`src/rtl/reseed_task_gen_if.sv`:
```
// Stream bundle between the reseed filter, the task generator and the
// SMEM re-search engine: candidate input, end-of-read token input and
// task output, each with its AXI-Stream handshake.
interface reseed_task_gen_if #(
   parameter int unsigned POS_W = 8,
   parameter int unsigned KLS_W = 40
);
   logic             s_rs_tvalid;
   logic             s_rs_tready;
   logic [POS_W-1:0] s_rs_i;
   logic [POS_W-1:0] s_rs_j;
   logic [KLS_W-1:0] s_rs_s;
   logic             s_eor_tvalid;
   logic             s_eor_tready;
   logic             m_task_tvalid;
   logic             m_task_tready;
   logic [POS_W-1:0] m_task_pos;
   logic [KLS_W-1:0] m_task_min_intv;
   logic             m_task_tlast;
   logic             m_task_empty;

   // Task generator side.
   modport slave (
      input  s_rs_tvalid, s_rs_i, s_rs_j, s_rs_s, s_eor_tvalid, m_task_tready,
      output s_rs_tready, s_eor_tready, m_task_tvalid, m_task_pos,
             m_task_min_intv, m_task_tlast, m_task_empty
   );

   // Environment side: drives candidates and eor tokens, consumes tasks.
   modport master (
      output s_rs_tvalid, s_rs_i, s_rs_j, s_rs_s, s_eor_tvalid, m_task_tready,
      input  s_rs_tready, s_eor_tready, m_task_tvalid, m_task_pos,
             m_task_min_intv, m_task_tlast, m_task_empty
   );
endinterface

```
`src/rtl/reseed_task_gen.sv`:
```
// Reseed task generator: turns reseed candidates (i, j, s) into restart
// tasks (midpoint position, s+1 minimum interval), buffers them in a FIFO
// and marks the last task of each read with tlast. A read with no
// candidates produces a single empty token.
module reseed_task_gen #(
   parameter int unsigned POS_W = 8,
   parameter int unsigned KLS_W = 40,
   parameter int unsigned DEPTH = 16,
   parameter int unsigned CNT_W = 5
) (
   input  logic                clk,
   input  logic                rst,
   reseed_task_gen_if.slave    bus
);
   localparam int unsigned AW = $clog2(DEPTH);
   localparam int unsigned EW = POS_W + KLS_W;

   typedef enum logic {COLLECT, DRAIN} state_t;

   state_t           state;
   logic [CNT_W-1:0] count;
   logic [AW-1:0]    wr_ptr;
   logic [AW-1:0]    rd_ptr;
   logic             pending;
   logic [EW-1:0]    mem [DEPTH];
   logic [EW-1:0]    head;

   logic [POS_W:0]   pos_sum;
   logic [POS_W-1:0] new_pos;
   logic [KLS_W-1:0] new_min;

   logic rs_ready, eor_ready, out_valid, out_last, out_empty;
   logic push, pop, eor_acc;

   // Task arithmetic: rounded-up midpoint of [i, j] and saturating s+1.
   always_comb begin
      pos_sum = {1'b0, bus.s_rs_i} + {1'b0, bus.s_rs_j} + (POS_W+1)'(1);
      new_pos = pos_sum[POS_W:1];
      new_min = (&bus.s_rs_s) ? bus.s_rs_s : bus.s_rs_s + KLS_W'(1);
   end

   // Handshake and flag decode from the registered state and occupancy.
   // In COLLECT the newest entry is held back since it may turn out to be
   // the last of the read; the empty token takes priority in DRAIN.
   always_comb begin
      rs_ready  = 1'b0;
      eor_ready = 1'b0;
      out_valid = 1'b0;
      out_last  = 1'b0;
      out_empty = 1'b0;
      if (!rst) begin
         if (state == COLLECT) begin
            rs_ready  = (count < CNT_W'(DEPTH));
            eor_ready = ~bus.s_rs_tvalid;
            out_valid = (count >= CNT_W'(2));
         end else if (pending) begin
            out_valid = 1'b1;
            out_last  = 1'b1;
            out_empty = 1'b1;
         end else begin
            out_valid = (count != '0);
            out_last  = (count == CNT_W'(1));
         end
      end
   end

   assign push    = bus.s_rs_tvalid & rs_ready;
   assign pop     = out_valid & bus.m_task_tready & ~out_empty;
   assign eor_acc = bus.s_eor_tvalid & eor_ready;
   assign head    = mem[rd_ptr];

   // Output port drive; data is zeroed whenever no real task is presented.
   always_comb begin
      bus.s_rs_tready     = rs_ready;
      bus.s_eor_tready    = eor_ready;
      bus.m_task_tvalid   = out_valid;
      bus.m_task_tlast    = out_last;
      bus.m_task_empty    = out_empty;
      bus.m_task_pos      = '0;
      bus.m_task_min_intv = '0;
      if (out_valid && !out_empty) begin
         bus.m_task_pos      = head[EW-1:KLS_W];
         bus.m_task_min_intv = head[KLS_W-1:0];
      end
   end

   // Task storage write port, kept reset-free so it can map onto RAM.
   always_ff @(posedge clk) begin
      if (!rst && push) begin
         mem[wr_ptr] <= {new_pos, new_min};
      end
   end

   // FSM, FIFO pointers/occupancy and empty-token flag.
   always_ff @(posedge clk) begin
      if (rst) begin
         state   <= COLLECT;
         count   <= '0;
         wr_ptr  <= '0;
         rd_ptr  <= '0;
         pending <= 1'b0;
      end else begin
         if (push) wr_ptr <= wr_ptr + AW'(1);
         if (pop)  rd_ptr <= rd_ptr + AW'(1);
         case ({push, pop})
            2'b10:   count <= count + CNT_W'(1);
            2'b01:   count <= count - CNT_W'(1);
            default: count <= count;
         endcase
         case (state)
            COLLECT: begin
               if (eor_acc) begin
                  state <= DRAIN;
                  if (count == '0) pending <= 1'b1;
               end
            end
            DRAIN: begin
               if (out_valid && bus.m_task_tready && out_last) begin
                  pending <= 1'b0;
                  state   <= COLLECT;
               end
            end
            default: state <= COLLECT;
         endcase
      end
   end
endmodule

```
`src/flat_wrapper.sv`:
```
// flat-port wrapper written by rule: the top's interface ports become plain ports
module reseed_task_gen_flat 
#(
   parameter int unsigned POS_W = 8,
   parameter int unsigned KLS_W = 40,
   parameter int unsigned DEPTH = 16,
   parameter int unsigned CNT_W = 5
)
  (clk, rst, bus_s_rs_tvalid, bus_s_rs_i, bus_s_rs_j, bus_s_rs_s, bus_s_eor_tvalid, bus_m_task_tready, bus_s_rs_tready, bus_s_eor_tready, bus_m_task_tvalid, bus_m_task_pos, bus_m_task_min_intv, bus_m_task_tlast, bus_m_task_empty);
  reseed_task_gen_if #(.POS_W(POS_W), .KLS_W(KLS_W)) bus_i ();
  input  logic clk;
  input  logic rst;
  input wire logic [$bits(bus_i.s_rs_tvalid)-1:0] bus_s_rs_tvalid;
  input wire logic [$bits(bus_i.s_rs_i)-1:0] bus_s_rs_i;
  input wire logic [$bits(bus_i.s_rs_j)-1:0] bus_s_rs_j;
  input wire logic [$bits(bus_i.s_rs_s)-1:0] bus_s_rs_s;
  input wire logic [$bits(bus_i.s_eor_tvalid)-1:0] bus_s_eor_tvalid;
  input wire logic [$bits(bus_i.m_task_tready)-1:0] bus_m_task_tready;
  output wire logic [$bits(bus_i.s_rs_tready)-1:0] bus_s_rs_tready;
  output wire logic [$bits(bus_i.s_eor_tready)-1:0] bus_s_eor_tready;
  output wire logic [$bits(bus_i.m_task_tvalid)-1:0] bus_m_task_tvalid;
  output wire logic [$bits(bus_i.m_task_pos)-1:0] bus_m_task_pos;
  output wire logic [$bits(bus_i.m_task_min_intv)-1:0] bus_m_task_min_intv;
  output wire logic [$bits(bus_i.m_task_tlast)-1:0] bus_m_task_tlast;
  output wire logic [$bits(bus_i.m_task_empty)-1:0] bus_m_task_empty;
  assign bus_i.s_rs_tvalid = bus_s_rs_tvalid;
  assign bus_i.s_rs_i = bus_s_rs_i;
  assign bus_i.s_rs_j = bus_s_rs_j;
  assign bus_i.s_rs_s = bus_s_rs_s;
  assign bus_i.s_eor_tvalid = bus_s_eor_tvalid;
  assign bus_i.m_task_tready = bus_m_task_tready;
  assign bus_s_rs_tready = bus_i.s_rs_tready;
  assign bus_s_eor_tready = bus_i.s_eor_tready;
  assign bus_m_task_tvalid = bus_i.m_task_tvalid;
  assign bus_m_task_pos = bus_i.m_task_pos;
  assign bus_m_task_min_intv = bus_i.m_task_min_intv;
  assign bus_m_task_tlast = bus_i.m_task_tlast;
  assign bus_m_task_empty = bus_i.m_task_empty;
  reseed_task_gen #(.POS_W(POS_W), .KLS_W(KLS_W), .DEPTH(DEPTH), .CNT_W(CNT_W)) u_core (.clk(clk), .rst(rst), .bus(bus_i));
endmodule
```
`config.mk`:
```
export PLATFORM = sky130hd
export DESIGN_NAME = reseed_task_gen_flat
export DESIGN_NICKNAME = d
export VERILOG_FILES = /design/src/rtl/reseed_task_gen_if.sv /design/src/rtl/reseed_task_gen.sv /design/src/flat_wrapper.sv
export SDC_FILE = /design/constraint.sdc
export NUM_CORES = 1
export LEC_CHECK = 0
export CAP_MARGIN = 20
export CORE_MARGIN = 2
export CORE_UTILIZATION = 35
export CTS_CLUSTER_DIAMETER = 60
export DETAILED_ROUTE_END_ITERATION = 7
export GPL_TIMING_DRIVEN = 1
export PLACE_DENSITY = 0.55
export SLEW_MARGIN = 20
export SYNTH_ARGS = -nofsm -noshare
export SYNTH_HDL_FRONTEND = slang
export SYNTH_SLANG_ARGS = --single-unit
export TNS_END_PERCENT = 20
```
`constraint.sdc`:
```
create_clock -name clk -period 5.2 [get_ports clk]
set_input_delay 0.52 -clock clk [delete_from_list [all_inputs] [get_ports clk]]
set_output_delay 0.52 -clock clk [all_outputs]
set_load 0.005 [all_outputs]
```
=== Word level (Yosys, flattened, before mapping) ===
Memory sizes are Yosys's and may differ from the RTL's. A register that Yosys moved wholly into a read port is not among the register bits.
Index checks and enable logic that the tools add are counted.

* Register bits: 15
* Bits in writable memories: 768
* Input port bits: 61
* Logic and storage cells: 67
* Memories: 1

* Add/sub/neg operators: 7
* Order comparisons: 2
* Equality and inequality tests: 6
* Mux-type cells: 28
* Bitwise logic cells: 7
* Reductions and logical operators: 11

{| class="wikitable"
|+ Memory list
! memory !! depth !! width !! read ports !! clocked after memory_dff !! write ports !! RTL line !! source
|-
| u_core.mem || 16 || 48 || 1 || 1 || 1 || reseed_task_gen.sv:25 || <nowiki>logic [EW-1:0] mem [DEPTH];</nowiki>
|}

{| class="wikitable"
|+ Operators with widths
! operator !! number
|-
| $mux W40 || 2
|-
| $add A40 B1 Y40 const B || 1
|-
| $reduce_and A40 Y1 || 1
|-
| $mux W1 || 20
|-
| $pmux W5 S2 || 1
|-
| $add A8 B8 Y9 || 1
|-
| $add A9 B1 Y9 const B || 1
|-
| $add A4 B1 Y4 const B || 2
|-
| $mux W4 || 2
|-
| $mux W8 || 1
|-
| $add A5 B1 Y5 const B || 1
|-
| $eq A5 B1 Y1 const B || 1
|-
| $ge A5 B2 Y1 const B || 1
|-
| $logic_not A5 Y1 || 1
|-
| $lt A5 B5 Y1 const B || 1
|-
| $reduce_bool A5 Y1 || 1
|-
| $sub A5 B1 Y5 const B || 1
|-
| $and A1 B1 Y1 || 4
|-
| $logic_and A1 B1 Y1 || 4
|-
| $ne A2 B2 Y1 const B || 2
|-
| $pmux W1 S2 || 2
|-
| $not A1 Y1 || 3
|-
| $reduce_and A3 Y1 || 1
|-
| $eq A2 B1 Y1 const B || 1
|-
| 4 further kinds || 5
|}

=== Longest topological paths before layout ===
* Depth in word-level cells: 8
* Gate-level depth with buffers: 11
* Mapped depth without buffers: 11

=== Least setup slack after synthesis ===
No wires, ideal clock.

* Path kind: input to register
* Start point: input rst
* End point: memory u_core.mem[3][0] (netlist name) (enable)
* Arrival: 4770 ps
* Data required time: 4687 ps
* Slack: -83 ps
* Cell stages on the path: 6
* Buffers on the path: 2
* Cells stage by stage: clkbuf_1 > nor3_1 > and2_1 > clkbuf_1 > nand2_1 > nor3_1

* Word-level cells in the longest chain between the ends: 5
* Elaborated cells on any way between the ends: 6

{| class="wikitable"
|+ Ends and longest elaborated chain
! element !! RTL line !! source
|-
| from (decl) || flat_wrapper.sv:12 || <nowiki>input logic rst;</nowiki>
|-
| $mux W1 || reseed_task_gen.sv:51 || <nowiki>if (!rst) begin</nowiki>
|-
| via bus_s_rs_tready || flat_wrapper.sv:19 || <nowiki>output wire logic [$bits(bus_i.s_rs_tready)-1:0] bus_s_rs_tready;</nowiki>
|-
| $and A1 B1 Y1 || reseed_task_gen.sv:67 || <nowiki>assign push = bus.s_rs_tvalid & rs_ready;</nowiki>
|-
| $logic_and A1 B1 Y1 || reseed_task_gen.sv:89 || <nowiki>if (!rst && push) begin</nowiki>
|-
| $mux W1 || reseed_task_gen.sv:89 ||
|-
| $mux W1 (not written as such) || reseed_task_gen.sv:90 || <nowiki>mem[wr_ptr] <= {new_pos, new_min};</nowiki>
|-
| to (decl) || reseed_task_gen.sv:25 ||
|}

The timed path passes the listed nets, and every way through them passes these cells.

=== Worst setup path in the final report ===
* Start point: register u_core.count[0]
* End point: output bus_m_task_min_intv[25]

* Word-level cells in the longest chain between the ends: 6
* Elaborated cells on any way between the ends: 7

{| class="wikitable"
|+ Ends and longest elaborated chain
! element !! RTL line !! source
|-
| from (decl) || reseed_task_gen.sv:21 || <nowiki>logic [CNT_W-1:0] count;</nowiki>
|-
| from (signal assigned) || reseed_task_gen.sv:106 || <nowiki>2'b10: count <= count + CNT_W'(1);</nowiki>
|-
| from (signal assigned) || reseed_task_gen.sv:107 || <nowiki>2'b01: count <= count - CNT_W'(1);</nowiki>
|-
| from (signal assigned) || reseed_task_gen.sv:108 || <nowiki>default: count <= count;</nowiki>
|-
| branches (longest 2 deep; another with $ge A5 B2 Y1) || n/a ||
|-
| $mux W1 * || reseed_task_gen.sv:52 || <nowiki>if (state == COLLECT) begin</nowiki>
|-
| $mux W1 * || reseed_task_gen.sv:51 ||
|-
| $logic_and A1 B1 Y1 * || reseed_task_gen.sv:81 || <nowiki>if (out_valid && !out_empty) begin</nowiki>
|-
| $mux W40 * || reseed_task_gen.sv:81 ||
|-
| to (decl) || flat_wrapper.sv:23 || <nowiki>output wire logic [$bits(bus_i.m_task_min_intv)-1:0] bus_m_task_min_intv;</nowiki>
|}

Mark *: on every way between the ends.

==> impl_metrics.sql <==
INSERT INTO impl_metrics (metric_group, metric, value, unit) VALUES
('synth', 'yosys_warnings', '0', ''),
('floorplan', 'num_io_pins', '114', ''),
('setup_path', 'critical_path_peak_fanout', '20', ''),
('synth', 'ys_ff_latch', '787', ''),
('pwr', 'power_density', '368.2', 'nW/um2'),
('drt', 'drt_iter0_drc', '1455', ''),
('drt', 'drt-pass1-iter-count', '7', ''),
('placed_design', 'numPlacedInstances', '2693', ''),
('floorplan', 'die-width', '303.8', 'um'),
('timing', 'final-setup-viol-count', '0', ''),
('synth', 'number_of_enable_flip_flop_cells_after_synthesis', '768', ''),
('timing', 'layout_worst_path_cycle_share', '0.7773', ''),
('drt', 'vias_per_cell', '5.296', ''),
('clocking', 'post-cts-setup-buffer-count', '0', ''),
('timing', 'timing.max_slew.rel_slack', '0.2515', ''),
('pwr', 'power.ir.vdd_worst', '0.0002099', 'V'),
('synth', 'synth.top_cell.area_share', '0.7329', ''),
('timing', 'timing.final.max_slew_violations', '0', ''),
('placed_design', 'routabilityCongestion', '0.7407', ''),
('synth', 'seq_area_frac_synth', '0.7450', ''),
('clocking', 'clock_path_buffers', '3', ''),
('drt', 'drc_violations', '0', ''),
('drt', 'postRouteWirelength', '74330', 'um'),
('finish', 'antennaDiodeCount', '0', ''),
('synth', 'syn-cell-area', '31470', 'um2'),
('status', 'run_status', 'finished, final reports clean', ''),
('setup_path', 'kind_of_launch_point_of_the_worst_setup_path', 'flop', ''),
('synth', 'ys_top_cells_by_area', 'sky130_fd_sc_hd__edfxtp_1 (73%), sky130_fd_sc_hd__mux4_2 (17%), sky130_fd_sc_hd__dfxtp_1 (1.2%)', ''),
('timing', 'final_hold_fails', '0', ''),
('floorplan', 'floorplan.rows', '109', ''),
('pwr', 'leakage', '11.07', 'nW'),
('setup_path', 'worst_ep_required_time', '4680', 'ps'),
('synth', 'synth_fp_nets', '1518', ''),
('synth', 'synth_commonest_cells', 'sky130_fd_sc_hd__edfxtp_1 (768), sky130_fd_sc_hd__mux4_2 (239), sky130_fd_sc_hd__nor2b_1 (50)', ''),
('drt', 'drt.antenna.violating_nets', '0', ''),
('global_routing', 'grt_antenna_before_repair', '4', ''),
('global_routing', 'globalRoute.totalOverflow', '0', ''),
('clocking', 'cts_inserted_buffers', '78', ''),
('hold_path', 'hold_path_class', 'flop to flop', ''),
('pwr', 'power', '0.01363', 'W'),
('synth', 'syn_inst', '1437', ''),
('timing', 'clock.fmax', '247.4', 'MHz'),
('placed_design', 'io_buffer_count', '113', ''),
('clocking', 'tritoncts', 'yes', ''),
('setup_path', 'criticalPathCategory', 'flop to output pin', ''),
('timing', 'worst_slew_pin_slew', '1119', 'ps'),
('drt', 'route.vias.total', '14993', ''),
('global_routing', 'vias_in_the_first_global_route', '15786', ''),
('drt', 'drt-wirelength-per-cell', '26.25', 'um'),
('timing', 'unrepaired_setup_endpoints_after_global_routing', 'no', ''),
('finish', 'nNetsFinal', '1689', ''),
('global_routing', 'grtUsageTotal', '0.1613', ''),
('clocking', 'post_cts_resize_count', '0', ''),
('placed_design', 'place.detailed.hpwl', '40790', 'um'),
('synth', 'synth_top_area_cell', 'sky130_fd_sc_hd__edfxtp_1', ''),
('synth', 'most_frequent_cell_after_synthesis', 'sky130_fd_sc_hd__edfxtp_1', ''),
('finish', 'drive_gt1_frac', '0.2719', ''),
('setup_path', 'worstPathArrival', '3520', 'ps'),
('global_routing', 'grt_max_degree', '65', ''),
('timing', 'min_period', '4042', 'ps'),
('synth', 'synth_top_flop_cell', 'sky130_fd_sc_hd__edfxtp_1', ''),
('setup_path', 'endpoint_kind', 'output pin', ''),
('floorplan', 'die-height', '303.8', 'um'),
('timing', 'timing.final.ws_setup', '1158', 'ps'),
('clocking', 'htreeDepth', '3', ''),
('clocking', 'cts_stage_hold_buffer_count', '0', ''),
('synth', 'netlist-cell-type-count', '50', ''),
('global_routing', 'global_route_wire_length_before_repair', '108400', 'um'),
('flow_run', 'drv_cap', '0', ''),
('placed_design', 'place_worst_setup_slack', '1062', 'ps'),
('finish', 'syn2layout_area_growth', '17.61', '%'),
('floorplan', 'start_util', '0.3544', ''),
('finish', 'final_cell_count_without_fillers', '2831', ''),
('floorplan', 'floorplan.core_area', '88780', 'um2'),
('synth', 'post_synthesis_average_cell_area', '21.90', 'um2'),
('synth', 'asyncSetResetFlopFracSynth', '0', ''),
('clocking', 'clk_tree_root_cell', 'sky130_fd_sc_hd__clkbuf_16', ''),
('floorplan', 'floorplan.die_area', '92320', 'um2'),
('clocking', 'worstSkewPairLatency', '620', 'ps'),
('timing', 'timing.clock.skew', '23.93', 'ps'),
('clocking', 'clock-sinks', '787', ''),
('clocking', 'clk_pin_slew_worst_paths', '60', 'ps');
[cells by family (layout without fill, tap and decap cells)]
logic type | count (synthesis) | after routing | synth area share
XOR/XNOR | 49 | 49 | 0.01364
AND/OR/NAND/NOR | 214 | 214 | 0.03965
multiplexers | 244 | 244 | 0.1727
flip-flops | 787 | 787 | 0.7450
adder cells (fa/ha/maj) | 20 | 20 | 0.008192
AO/OA/AOI/OAI | 38 | 38 | 0.007913
buffers and inverters | 85 | 314 | 0.01292
[flip-flops by register name, summed over array words and instances, names as in the netlist, named ones only]
signal	cells
u_core.mem	768
u_core.count	5
u_core.rd_ptr	4
u_core.wr_ptr	4
u_core.pending	1
u_core.state	1
[path summary, 6_finish.rpt]
check | from | endpoint | slack, ps | cells after the start
worst max-delay path | u_core.count[0] | bus_m_task_min_intv[25] | 1160 | 9
worst min register to register | u_core.rd_ptr[3] | flop | 460 | 1
worst min-delay path | u_core.rd_ptr[3] | flop | 460 | 1
worst max register to register | u_core.count[0] | u_core.count[3] | 2270 | 11
[routing by layer]
metal	track usage	share of wire	vias to the layer above
li1	-	-	6348
met1	0.2235	0.43	8155
met2	0.2656	0.49	398
met3	0.02632	0.054	88
met4	0.04350	0.018	4
met5	0	0.00035	-
[power breakdown]
group	internal, W	switching (W)
Combinational	0.000544	0.000561
Sequential	0.00706	0.0000284
Clock	0.00313	0.00231
Total	0.0107	0.00289
[cell type report]
class	instances	area (um2)
Clock buffer	93	2029
Clock inverter	45	406.6
Fill cell	7673	51780
Inverter	11	41.29
Multi-Input combinational cell	565	7879
Sequential cell	787	23460
Tap cell	1165	1458
Timing Repair Buffer	165	1734
[critical path, cell delays in order (launching register included)]
cell	delay (ps)
sky130_fd_sc_hd__dfxtp_1	470
sky130_fd_sc_hd__inv_1	130
sky130_fd_sc_hd__ha_1	210
sky130_fd_sc_hd__nor2b_1	120
sky130_fd_sc_hd__o31ai_1	380
sky130_fd_sc_hd__a21oi_1	230
sky130_fd_sc_hd__o21ai_4	430
sky130_fd_sc_hd__buf_4	370
sky130_fd_sc_hd__nor2b_1	90
sky130_fd_sc_hd__clkdlybuf4s50_1	460
[per-stage QoR]
stage	util	hold WS (ps)	instance area, um2	setup TNS (ps)
3_5_place_dp	0.3879	447.8	34440	0
5_1_grt	0.4168	484.1	37010	0
3_3_place_gp	0.3878	450.4	34430	0
2_1_floorplan	-	431.3	31470	-6999
6_report	0.4168	457.0	37010	0
4_1_cts	0.4154	463.1	36880	0
[cell usage in the layout, fill, tap and decap left out, drive strengths merged, types with 3 or more instances in the layout]
master / count
edfxtp: 768
mux4: 239
clkdlybuf4s50: 113
clkbuf: 93
buf: 52
nor2b: 50
nor2: 47
clkinv: 32
xor2: 31
nand2: 26
nand4: 22
ha: 19
dfxtp: 19
nor3: 19
xnor2: 18
nand3: 17
inv: 15
a21oi: 13
and4: 7
bufinv: 7
nor4: 7
and3: 5
nand2b: 5
mux2i: 5
o21ai: 5
o211ai: 3
o31ai: 3
a211oi: 3
No activity file was read; power rests on OpenSTA's default activity.
